[config.mk]
export PLATFORM = sky130hd
export DESIGN_NAME = sc_stream_encoder
export DESIGN_NICKNAME = d
export VERILOG_FILES = /design/src/rtl/sc_stream_encoder.sv
export SDC_FILE = /design/constraint.sdc
export NUM_CORES = 1
export LEC_CHECK = 0
export ABC_AREA = 1
export CORE_ASPECT_RATIO = 0.8
export CORE_MARGIN = 2
export CORE_UTILIZATION = 55
export DETAILED_ROUTE_END_ITERATION = 10
export GPL_ROUTABILITY_DRIVEN = 0
export PLACE_DENSITY = 0.8
export SLEW_MARGIN = 20
export SYNTH_ARGS = -nofsm -noshare
export SYNTH_HDL_FRONTEND = slang
export SYNTH_SLANG_ARGS = --single-unit
[constraint.sdc]
create_clock -name clk -period 3 [get_ports clk]
set_input_delay 0.9 -clock clk [delete_from_list [all_inputs] [get_ports clk]]
set_output_delay 0.9 -clock clk [all_outputs]
set_load 0.01 [all_outputs]
[src/rtl/sc_stream_encoder.sv]
// Binary-to-stochastic encoder: turns a magnitude into a 2^WIDTH-bit unipolar
// frame holding exactly that many ones, fed through a valid/ready handshake
// with a one-deep pending buffer so frames can run back-to-back.
module sc_stream_encoder #(
  parameter int unsigned      WIDTH     = 5,
  parameter int unsigned      SEQ_MODE  = 0,
  parameter logic [WIDTH-1:0] LFSR_SEED = WIDTH'(1)
) (
  input  logic             clk,
  input  logic             rst,
  input  logic [WIDTH:0]   in_value,
  input  logic             in_valid,
  output logic             in_ready,
  input  logic             en,
  output logic             out_bit,
  output logic             out_valid,
  output logic             frame_start,
  output logic             frame_last,
  output logic [WIDTH:0]   frame_ones
);

  localparam logic [WIDTH:0]   FULL     = {1'b1, {WIDTH{1'b0}}};
  localparam logic [WIDTH-1:0] CNT_LAST = '1;

  typedef enum logic {S_IDLE, S_RUN} state_t;

  state_t           state_q, state_d;
  logic [WIDTH:0]   active_q, active_d;
  logic [WIDTH:0]   pend_q, pend_d;
  logic             pend_valid_q, pend_valid_d;
  logic [WIDTH-1:0] cnt_q, cnt_d;
  logic [WIDTH-1:0] lfsr_q, lfsr_d;
  logic             out_bit_q, out_bit_d;
  logic             out_valid_q, out_valid_d;
  logic             frame_start_q, frame_start_d;
  logic             frame_last_q, frame_last_d;
  logic [WIDTH:0]   frame_ones_q, frame_ones_d;

  logic [WIDTH-1:0] seq;
  logic             bit_now;
  logic             accept;
  logic             wrap;
  logic [WIDTH:0]   in_sat;

  // Maximal-length Fibonacci step; state is widened to 8 bits so every tap
  // index stays in range whatever WIDTH is.
  function automatic logic [WIDTH-1:0] lfsr_step(input logic [WIDTH-1:0] s);
    logic [7:0] x;
    logic       fb;
    x = 8'(s);
    case (WIDTH)
      3:       fb = x[2] ^ x[1];
      4:       fb = x[3] ^ x[2];
      5:       fb = x[4] ^ x[2];
      6:       fb = x[5] ^ x[4];
      7:       fb = x[6] ^ x[5];
      default: fb = x[7] ^ x[5] ^ x[4] ^ x[3];
    endcase
    return {s[WIDTH-2:0], fb};
  endfunction

  function automatic logic [WIDTH-1:0] bitrev(input logic [WIDTH-1:0] c);
    logic [WIDTH-1:0] r;
    r = '0;
    for (int unsigned i = 0; i < WIDTH; i++) r[i] = c[WIDTH-1-i];
    return r;
  endfunction

  // Sequence word, bit decision and handshake qualifiers
  always_comb begin
    if (SEQ_MODE == 0) seq = bitrev(cnt_q);
    else               seq = (cnt_q == '0) ? '0 : lfsr_q;
    bit_now = ({1'b0, seq} < active_q);
    accept  = in_valid & ~pend_valid_q;
    wrap    = (state_q == S_RUN) && en && (cnt_q == CNT_LAST);
    in_sat  = (in_value > FULL) ? FULL : in_value;
  end

  // Next-state and registered-output computation
  always_comb begin
    state_d       = state_q;
    active_d      = active_q;
    pend_d        = pend_q;
    pend_valid_d  = pend_valid_q;
    cnt_d         = cnt_q;
    lfsr_d        = lfsr_q;
    out_bit_d     = 1'b0;
    out_valid_d   = 1'b0;
    frame_start_d = 1'b0;
    frame_last_d  = 1'b0;
    frame_ones_d  = frame_ones_q;
    case (state_q)
      S_IDLE: begin
        if (accept) begin
          active_d = in_sat;
          cnt_d    = '0;
          lfsr_d   = LFSR_SEED;
          state_d  = S_RUN;
        end
      end
      S_RUN: begin
        if (en) begin
          out_bit_d     = bit_now;
          out_valid_d   = 1'b1;
          frame_start_d = (cnt_q == '0);
          frame_last_d  = (cnt_q == CNT_LAST);
          frame_ones_d  = (cnt_q == '0) ? (WIDTH+1)'(bit_now)
                                        : frame_ones_q + (WIDTH+1)'(bit_now);
          cnt_d         = cnt_q + 1'b1;
          lfsr_d        = lfsr_step(lfsr_q);
        end
        // A value arriving on the wrap edge skips the pending buffer.
        if (wrap) begin
          lfsr_d = LFSR_SEED;
          if (pend_valid_q) begin
            active_d     = pend_q;
            pend_valid_d = 1'b0;
          end else if (accept) begin
            active_d = in_sat;
          end else begin
            state_d = S_IDLE;
          end
        end else if (accept) begin
          pend_d       = in_sat;
          pend_valid_d = 1'b1;
        end
      end
      default: state_d = S_IDLE;
    endcase
  end

  // State register with asynchronous active-high reset
  always_ff @(posedge clk or posedge rst) begin
    if (rst) begin
      state_q       <= S_IDLE;
      active_q      <= '0;
      pend_q        <= '0;
      pend_valid_q  <= 1'b0;
      cnt_q         <= '0;
      lfsr_q        <= LFSR_SEED;
      out_bit_q     <= 1'b0;
      out_valid_q   <= 1'b0;
      frame_start_q <= 1'b0;
      frame_last_q  <= 1'b0;
      frame_ones_q  <= '0;
    end else begin
      state_q       <= state_d;
      active_q      <= active_d;
      pend_q        <= pend_d;
      pend_valid_q  <= pend_valid_d;
      cnt_q         <= cnt_d;
      lfsr_q        <= lfsr_d;
      out_bit_q     <= out_bit_d;
      out_valid_q   <= out_valid_d;
      frame_start_q <= frame_start_d;
      frame_last_q  <= frame_last_d;
      frame_ones_q  <= frame_ones_d;
    end
  end

  assign in_ready    = ~pend_valid_q;
  assign out_bit     = out_bit_q;
  assign out_valid   = out_valid_q;
  assign frame_start = frame_start_q;
  assign frame_last  = frame_last_q;
  assign frame_ones  = frame_ones_q;

endmodule

# ---- Yosys cells after proc, flatten, opt, wreduce, memory -nomap -nowiden
# Cells that the tools add are included.
dict set report totals {
  in_bits 10
  elab_cells 53
  register_bits 29
}
dict set report classes {
  add_sub_neg 2
  n_reduce_logical 8
  n_mux 23
  n_lt_le_gt_ge 2
  eq_ne 4
  bitwise_logic 4
}
# cell count
set op_table {}
lappend op_table {{$mux 6} 5}
lappend op_table {{$mux 1} 13}
lappend op_table {{$pmux 6 s2} 1}
lappend op_table {{$mux 5} 2}
lappend op_table {{$pmux 5 s2} 1}
lappend op_table {{$add 6x1->6} 1}
lappend op_table {{$gt 6x6->1 const B} 1}
lappend op_table {{$lt 5x6->1} 1}
lappend op_table {{$reduce_and 2->1} 3}
lappend op_table {{$add 5x1->5 const B} 1}
lappend op_table {{$eq 5x5->1 const B} 1}
lappend op_table {{$logic_not 5->1} 1}
lappend op_table {{$ne 2x2->1 const B} 2}
lappend op_table {{$not 1->1} 3}
lappend op_table {{$reduce_and 3->1} 1}
lappend op_table {{$logic_and 1x1->1} 2}
lappend op_table {{$ne 2x1->1 const B} 1}
lappend op_table {{$pmux 1 s2} 1}
lappend op_table {{$reduce_bool 2->1} 1}
lappend op_table {{$and 1x1->1} 1}

# ---- Longest topological paths before layout
# Gate-level depths: netlist of the first run.
dict set report depth {
  depth_word 6
  ltp_mapped 14
  mapped_depth_nobuf 14
}

# ---- Worst setup path after synthesis of the first run
# No wires, ideal clock.
dict set report synth_path {
  path_type {register -> register}
  startpoint {register cnt_q[1]}
  endpoint {register frame_ones_q[4] (netlist: frame_ones[4])}
  n_path_buf 0
  path_stages_with_launch 12
  synth_period_minus_slack_ns 1.867
  path_slack_ns 1.133
  setup_ns 0.125
  t_arrival_ns 1.742
  path_cell_list {dfrtp_1 -> ha_1 -> a21o_1 -> a21oi_1 -> nand2_1 -> inv_1 -> ha_1 -> ha_1 -> nand3_1 -> nor2_1 -> xnor2_1 -> nor2_1}
}
dict set report synth_via {
  elab_chain_cells 3
}
# item line_no
set synth_rtl {}
lappend synth_rtl {{start: declaration} 31} ;# logic [WIDTH-1:0] cnt_q, cnt_d;
lappend synth_rtl {{start signal: assignment} 151} ;# cnt_q <= cnt_d;
lappend synth_rtl {{$lt 5x6->1} 73} ;# bit_now = ({1'b0, seq} < active_q);
lappend synth_rtl {{$add 6x1->6} 108} ;# : frame_ones_q + (WIDTH+1)'(bit_now);
lappend synth_rtl {{$mux 6 *} 107} ;# frame_ones_d = (cnt_q == '0) ? (WIDTH+1)'(bit_now)
lappend synth_rtl {{end signal: assignment} 157} ;# frame_ones_q <= frame_ones_d;
lappend synth_rtl {{end: declaration} 37} ;# logic [WIDTH:0] frame_ones_q, frame_ones_d;
# Every way passes the cells marked *; elsewhere a longest branch is shown, timed or not.
# A chain may end at the register's enable or synchronous reset.

# ---- Worst setup path in the final report of the first run
dict set report layout_path {
  startpoint {register pend_valid_q}
  endpoint {output port in_ready}
}
dict set report layout_via {
  elab_chain_cells 1
}
# item line_no
set layout_rtl {}
lappend layout_rtl {{start: declaration} 30} ;# logic pend_valid_q, pend_valid_d;
lappend layout_rtl {{start signal: assignment} 150} ;# pend_valid_q <= pend_valid_d;
lappend layout_rtl {{$not 1->1} 161} ;# assign in_ready = ~pend_valid_q;
lappend layout_rtl {{end: declaration} 13} ;# output logic in_ready,
# Every way passes these cells.

==> results of run 1 <==
## path summary, 6_finish.rpt
kind                              startpoint             to  depth (start not counted)
min in group asynchronous                rst        state_q                          3
worst max-delay path            pend_valid_q       in_ready                          2
max in group asynchronous                rst    active_q[3]                          3
worst max register to register      cnt_q[1]  frame_ones[4]                         11
worst min register to register     pend_q[5]      pend_q[5]                          2
worst min-delay path               pend_q[5]      pend_q[5]                          2
## layout make-up
cell class	count	area, um2	share of cell area (%)
Tap cell	36	45.0	2.50
Clock inverter	1	5.00	0.278
Multi-Input combinational cell	123	643	35.7
Clock buffer	7	65.1	3.61
Timing Repair Buffer	21	208	11.5
Inverter	29	110	6.11
Sequential cell	29	726	40.3
## report_power, final
group	switching, mW	internal [mW]
logic	0.332	0.296
clock network	0.131	0.136
registers	0.101	0.530
## layer usage
layer  track usage, %  vias to the layer above
met1             29.0                      563
met2             35.0                       24
met4             8.89                        0
met5                0                        -
li1                 -                      620
met3             6.05                        6
## cells in the final DEF, fill, tap and decap left out
cell type,count
nand3b_1,1
xor2_1,1
ha_1,9
clkdlybuf4s50_1,20
inv_2,1
xnor2_1,1
o21ai_0,10
a21o_1,1
inv_1,26
o22ai_1,3
nor2_2,1
o21ai_2,4
nand2_2,1
nor2_1,23
nand2_1,49
clkinv_2,2
nand2_4,1
buf_4,1
nand4_1,4
a21oi_1,5
clkbuf_4,5
clkinv_1,1
clkbuf_8,2
or2_2,4
dfrtp_1,29
nand3_1,5
## through the flow
stage | total power [mW] | hold WS (ps) | setup WS (ps) | area (um2) | instances
global route | 1.68 | 525 | 631 | 1800 | 246
floorplan | 1.05 | 442 | 1130 | 1490 | 182
CTS | 1.54 | 484 | 734 | 1800 | 246
global placement | 1.23 | 458 | 701 | 1730 | 238
detailed placement | 1.26 | 460 | 665 | 1730 | 238
finish | 1.52 | 484 | 754 | 1800 | 246
## worst reg2reg max path, cell delays in order (launching register included)
cell     delay (ps)
dfrtp_1         440
ha_1            320
a21o_1          180
a21oi_1         120
nand2_1         130
inv_1            80
ha_1            170
ha_1            180
nand3_1         100
nor2_1          140
xnor2_1         130
nor2_1           60
## kinds of logic after synthesis
logic type / after synthesis / synth area share [%]
and+or+nand+nor: 89 / 25.2
xor gates and xnor gates: 2 / 1.17
AOI/OAI and AO/OA: 23 / 9.13
DFF: 29 / 48.6
adders and majority gates: 9 / 7.54
buffers and inverters: 30 / 8.37
## sequential cells by signal, indices dropped and copies added, names as in the netlist
name	count
pend_q	6
state_q	1
frame_start	1
pend_valid_q	1
frame_ones	6
active_q	6
out_bit	1
out_valid	1
cnt_q	5
frame_last	1
==> impl_metrics.py, run 1 <==
metrics = {
    "floorplanning": {
        "fp.dieArea_um2": 3150,
        "core_region_area_um2": 2520,
        "row_count": 16,
        "fp.dieW_um": 62.3,
        "initial_utilization_pct": 59.2,
        "die_h_um": 50.6,
        "ios": 21,
    },
    "yosys": {
        "async_reset_ff_share_pct": 100,
        "synth_area_leader_cell": "dfrtp_1",
        "synth_edf_count": 0,
        "syn-num-nets": 201,
        "yosysMostFrequentCell": "nand2_1",
        "synth.area.top_cells": "dfrtp_1 49%, nand2_1 12%, ha_1 7.5%",
        "synth.avg_cell_area_um2": 8.21,
        "yosysWarnings": 0,
        "synth_top_area_share_pct": 48.6,
        "ys_seq_elements": 29,
        "ys_types": 23,
        "yosysSeqAreaShare_pct": 48.6,
        "synthFlopType": "dfrtp_1",
        "syn_inst": 182,
        "synth_area_um2": 1490,
        "yosys-top-cells-count": "49 x nand2_1, 29 x dfrtp_1, 26 x inv_1",
    },
    "sta": {
        "fmax_mhz": 445,
        "slew_headroom_pct": 60.3,
        "rsz0062_at_grt": "false",
        "period_minus_slack_ps": 2250,
        "fin_setup_tns_ps": 0,
        "hold_viol": 0,
        "finClkSkew_ps": 9.46,
        "setup_viol": 0,
        "worstMarginPinSlew_ps": 589,
        "drv_slew": 0,
        "final.period_utilization_pct": 74.9,
    },
    "grt": {
        "grt_max_degree": 30,
        "antenna_found_initial": 0,
        "grt_overflow": 0,
        "grt_first_pass_wirelength_um": 5230,
        "grt_usage_pct": 22.0,
        "grt_pass1_vias": 1180,
    },
    "clocking": {
        "worst_skew_pair.late_latency_ps": 320,
        "cts_buffers": 5,
        "cts_tree": "done",
        "post_cts_buffers": 0,
        "clk_path_buf_depth": 2,
        "clkTransAtPathRegs_ps": 80,
        "cts_sinks": 29,
        "cts_max_level": 2,
        "root_buffer": "clkbuf_4",
        "cts-resized-gates": 0,
        "ctsHoldBuffers": 0,
    },
    "setup_path": {
        "crit_family": "buffers and inverters",
        "slowest_stage": "clkdlybuf4s50_1",
        "critical_path_class": "reg -> out",
        "path_cells": "inv_1, clkdlybuf4s50_1",
        "slowest_delay_ps": 540,
        "arrival_ps": 1350,
        "critPathRequiredTime_ps": 2100,
        "setup.worst_path.end_class": "output pin",
        "startpoint_type": "flip-flop",
        "critPathMaxFanout": 3,
        "r2r_slack_ps": 850,
        "crit_buf_inv": 2,
    },
    "job": {
        "drv_cap": 0,
    },
    "final_layout": {
        "fill_cells": 229,
        "diodes": 0,
        "area_growth_pct": 20.6,
        "drive_above_1_share_pct": 10.5,
        "post-route-util_pct": 71.4,
        "nets": 228,
    },
    "route": {
        "drtIter0Drc": 74,
        "viasPerCell": 4.93,
        "wl_met3_um": 132,
        "vias": 1213,
        "route.top_layer_used": "met4",
        "avgRoutedWirePerCell_um": 11.9,
        "ant_nets": 0,
        "met1_length_um": 1400,
        "post-route-drc-count": 0,
        "routed-wl-met2_um": 1350,
        "drt-total-wl_um": 2940,
        "drtPass1Iterations": 4,
    },
    "run_status": {
        "status": "complete, no violations",
    },
    "power": {
        "p_leak_nw": 0.929,
        "powerDensity_nw_per_um2": 846,
        "max-vdd-ir-drop_mv": 0.487,
    },
    "worst_hold_path": {
        "worstHoldPathType": "reg -> reg",
    },
    "place": {
        "numPortBuffers": 20,
        "dp_hpwl_um": 2210,
    },
}
(Power assumes the default switching activity.)
==> inputs of run 2 (changes only) <==
Settings changed: CORE_UTILIZATION 55 to 48, PLACE_DENSITY 0.8 to 0.74.
Clock period 3 ns to 1.98 ns, I/O delays scaled along.
==> impl_metrics.py, run 2 (synthesized netlist as in run 1, its figures left out) <==
metrics = {
    "final_layout": {
        "nets": 234,
        "layout_common_cells": "47 x nand2_1, 29 x dfrtp_1, 25 x inv_1, 22 x nor2_1, 20 x clkdlybuf4s50_1",
        "area_growth_pct": 27.7,
        "post-route-util_pct": 63.2,
        "fill_cells": 252,
        "finalInstanceArea_um2": 1910,
        "diodes": 0,
        "drive_above_1_share_pct": 15.8,
        "layout_commonest_cell": "nand2_1",
    },
    "route": {
        "drtIter0Drc": 132,
        "vias": 1255,
        "viasPerCell": 4.92,
        "drtPass1Iterations": 4,
        "post-route-drc-count": 0,
        "route.top_layer_used": "met4",
        "ant_nets": 0,
        "avgRoutedWirePerCell_um": 12.6,
        "routed-wl-met2_um": 1450,
        "met1_length_um": 1550,
        "drt-total-wl_um": 3200,
        "wl_met3_um": 132,
    },
    "setup_path": {
        "critical_path_class": "reg -> reg",
        "critPathMaxFanout": 3,
        "critPathRequiredTime_ps": 2130,
        "setup.worst_path.end_class": "flip-flop",
        "arrival_ps": 2110,
        "crit_buf_inv": 1,
        "slowest_delay_ps": 390,
        "path_cells": "ha_1, a21o_1, a21oi_2, nand2_2, inv_2, ha_4, ha_1, nand3_1, nor2_1, xnor2_1, nor2_1",
        "slowest_stage": "dfrtp_1",
        "startpoint_type": "flip-flop",
        "crit_family": "adder cells",
    },
    "power": {
        "max-vdd-ir-drop_mv": 0.746,
        "p_leak_nw": 0.964,
        "powerDensity_nw_per_um2": 1320,
    },
    "sta": {
        "rsz0062_at_grt": "true",
        "hold_viol": 0,
        "final.period_utilization_pct": 98.8,
        "timing.hold.ws_ps": 476,
        "setup_viol": 0,
        "worstMarginPinSlew_ps": 362,
        "period_minus_slack_ps": 1960,
        "fmax_mhz": 511,
        "slew_headroom_pct": 75.9,
        "fin_setup_tns_ps": 0,
        "finClkSkew_ps": 2.60,
        "drv_slew": 0,
    },
    "clocking": {
        "clkTransAtPathRegs_ps": 60,
        "ctsHoldBuffers": 0,
        "cts_buffers": 5,
        "clk_path_buf_depth": 2,
        "root_buffer": "clkbuf_8",
        "cts_max_level": 2,
        "cts_tree": "done",
        "cts_sinks": 29,
        "worst_skew_pair.late_latency_ps": 280,
    },
    "grt": {
        "antenna_found_initial": 0,
        "grt_overflow": 0,
        "grt_pass1_vias": 1174,
        "grt_first_pass_wirelength_um": 5280,
        "grt_max_degree": 30,
        "grt_usage_pct": 20.6,
    },
    "place": {
        "numPortBuffers": 20,
        "dp_hpwl_um": 2290,
        "placed_cell_area_um2": 1780,
    },
    "job": {
        "drv_cap": 0,
    },
    "floorplanning": {
        "fp.dieArea_um2": 3580,
        "initial_utilization_pct": 49.5,
        "ios": 21,
        "die_h_um": 53.9,
        "fp.dieW_um": 66.4,
        "row_count": 18,
        "core_region_area_um2": 3020,
    },
    "run_status": {
        "status": "complete, no violations",
    },
    "worst_hold_path": {
        "worstHoldPathType": "reg -> reg",
    },
}
[run 2: per-layer routing]
layer,vias up,GRT usage [%]
li1,633,-
met1,587,27.8
met2,28,30.8
met3,7,5.02
met4,0,11.2
met5,-,0
[run 2: stage by stage]
step	total power, mW	std cells	setup slack (ps)
after global routing	2.72	255	-124
after CTS	2.45	255	11.3
after floorplan	1.59	182	113
after global placement	1.89	248	47.3
final	2.51	255	23.1
after detailed placement	1.95	248	20.8
[run 2: report_power, final]
group | leakage [nW] | total (mW) | internal, mW | switching, mW
logic | 0.553 | 1.08 | 0.508 | 0.569
clock network | 0.0443 | 0.486 | 0.275 | 0.212
registers | 0.366 | 0.950 | 0.805 | 0.145
total | 0.964 | 2.51 | 1.59 | 0.926
[run 2: final timing paths]
kind / from / end / slack, ps / depth (start not counted)
worst min register to register: pend_q[5] / pend_q[5] / 480 / 2
worst max-delay path: cnt_q[1] / frame_ones[4] / 20 / 11
min in group asynchronous: rst / frame_ones[0] / 680 / 3
worst min-delay path: pend_q[5] / pend_q[5] / 480 / 2
max in group asynchronous: rst / cnt_q[4] / 1030 / 3
worst max register to register: cnt_q[1] / frame_ones[4] / 20 / 11
[run 2: worst register-to-register path, cell delays in order, from the launching register on]
cell	delay [ps]
dfrtp_1	390
ha_1	310
a21o_1	170
a21oi_2	140
nand2_2	90
inv_2	70
ha_4	120
ha_1	160
nand3_1	80
nor2_1	120
xnor2_1	130
nor2_1	60
[run 2: layout make-up]
class / instances / area (um2) / share of cell area, %
Clock buffer: 7 / 86.3 / 4.52
Inverter: 29 / 111 / 5.84
Multi-Input combinational cell: 123 / 682 / 35.7
Sequential cell: 29 / 726 / 38.0
Timing Repair Buffer: 27 / 253 / 13.2
Tap cell: 40 / 50.0 / 2.62
[run 2: repair_timing]
action	in CTS	in global routing
buffers inserted	0	0
endpoints found under the setup margin	0	16
gates resized for setup	0	14
==> inputs of run 3 (changes only) <==
Settings changed: SKIP_CTS_REPAIR_TIMING set to 1, SLEW_MARGIN 20 to 10.
==> results of run 3 <==
No change in the layout: final DEF, timing and power equal those of run 2.
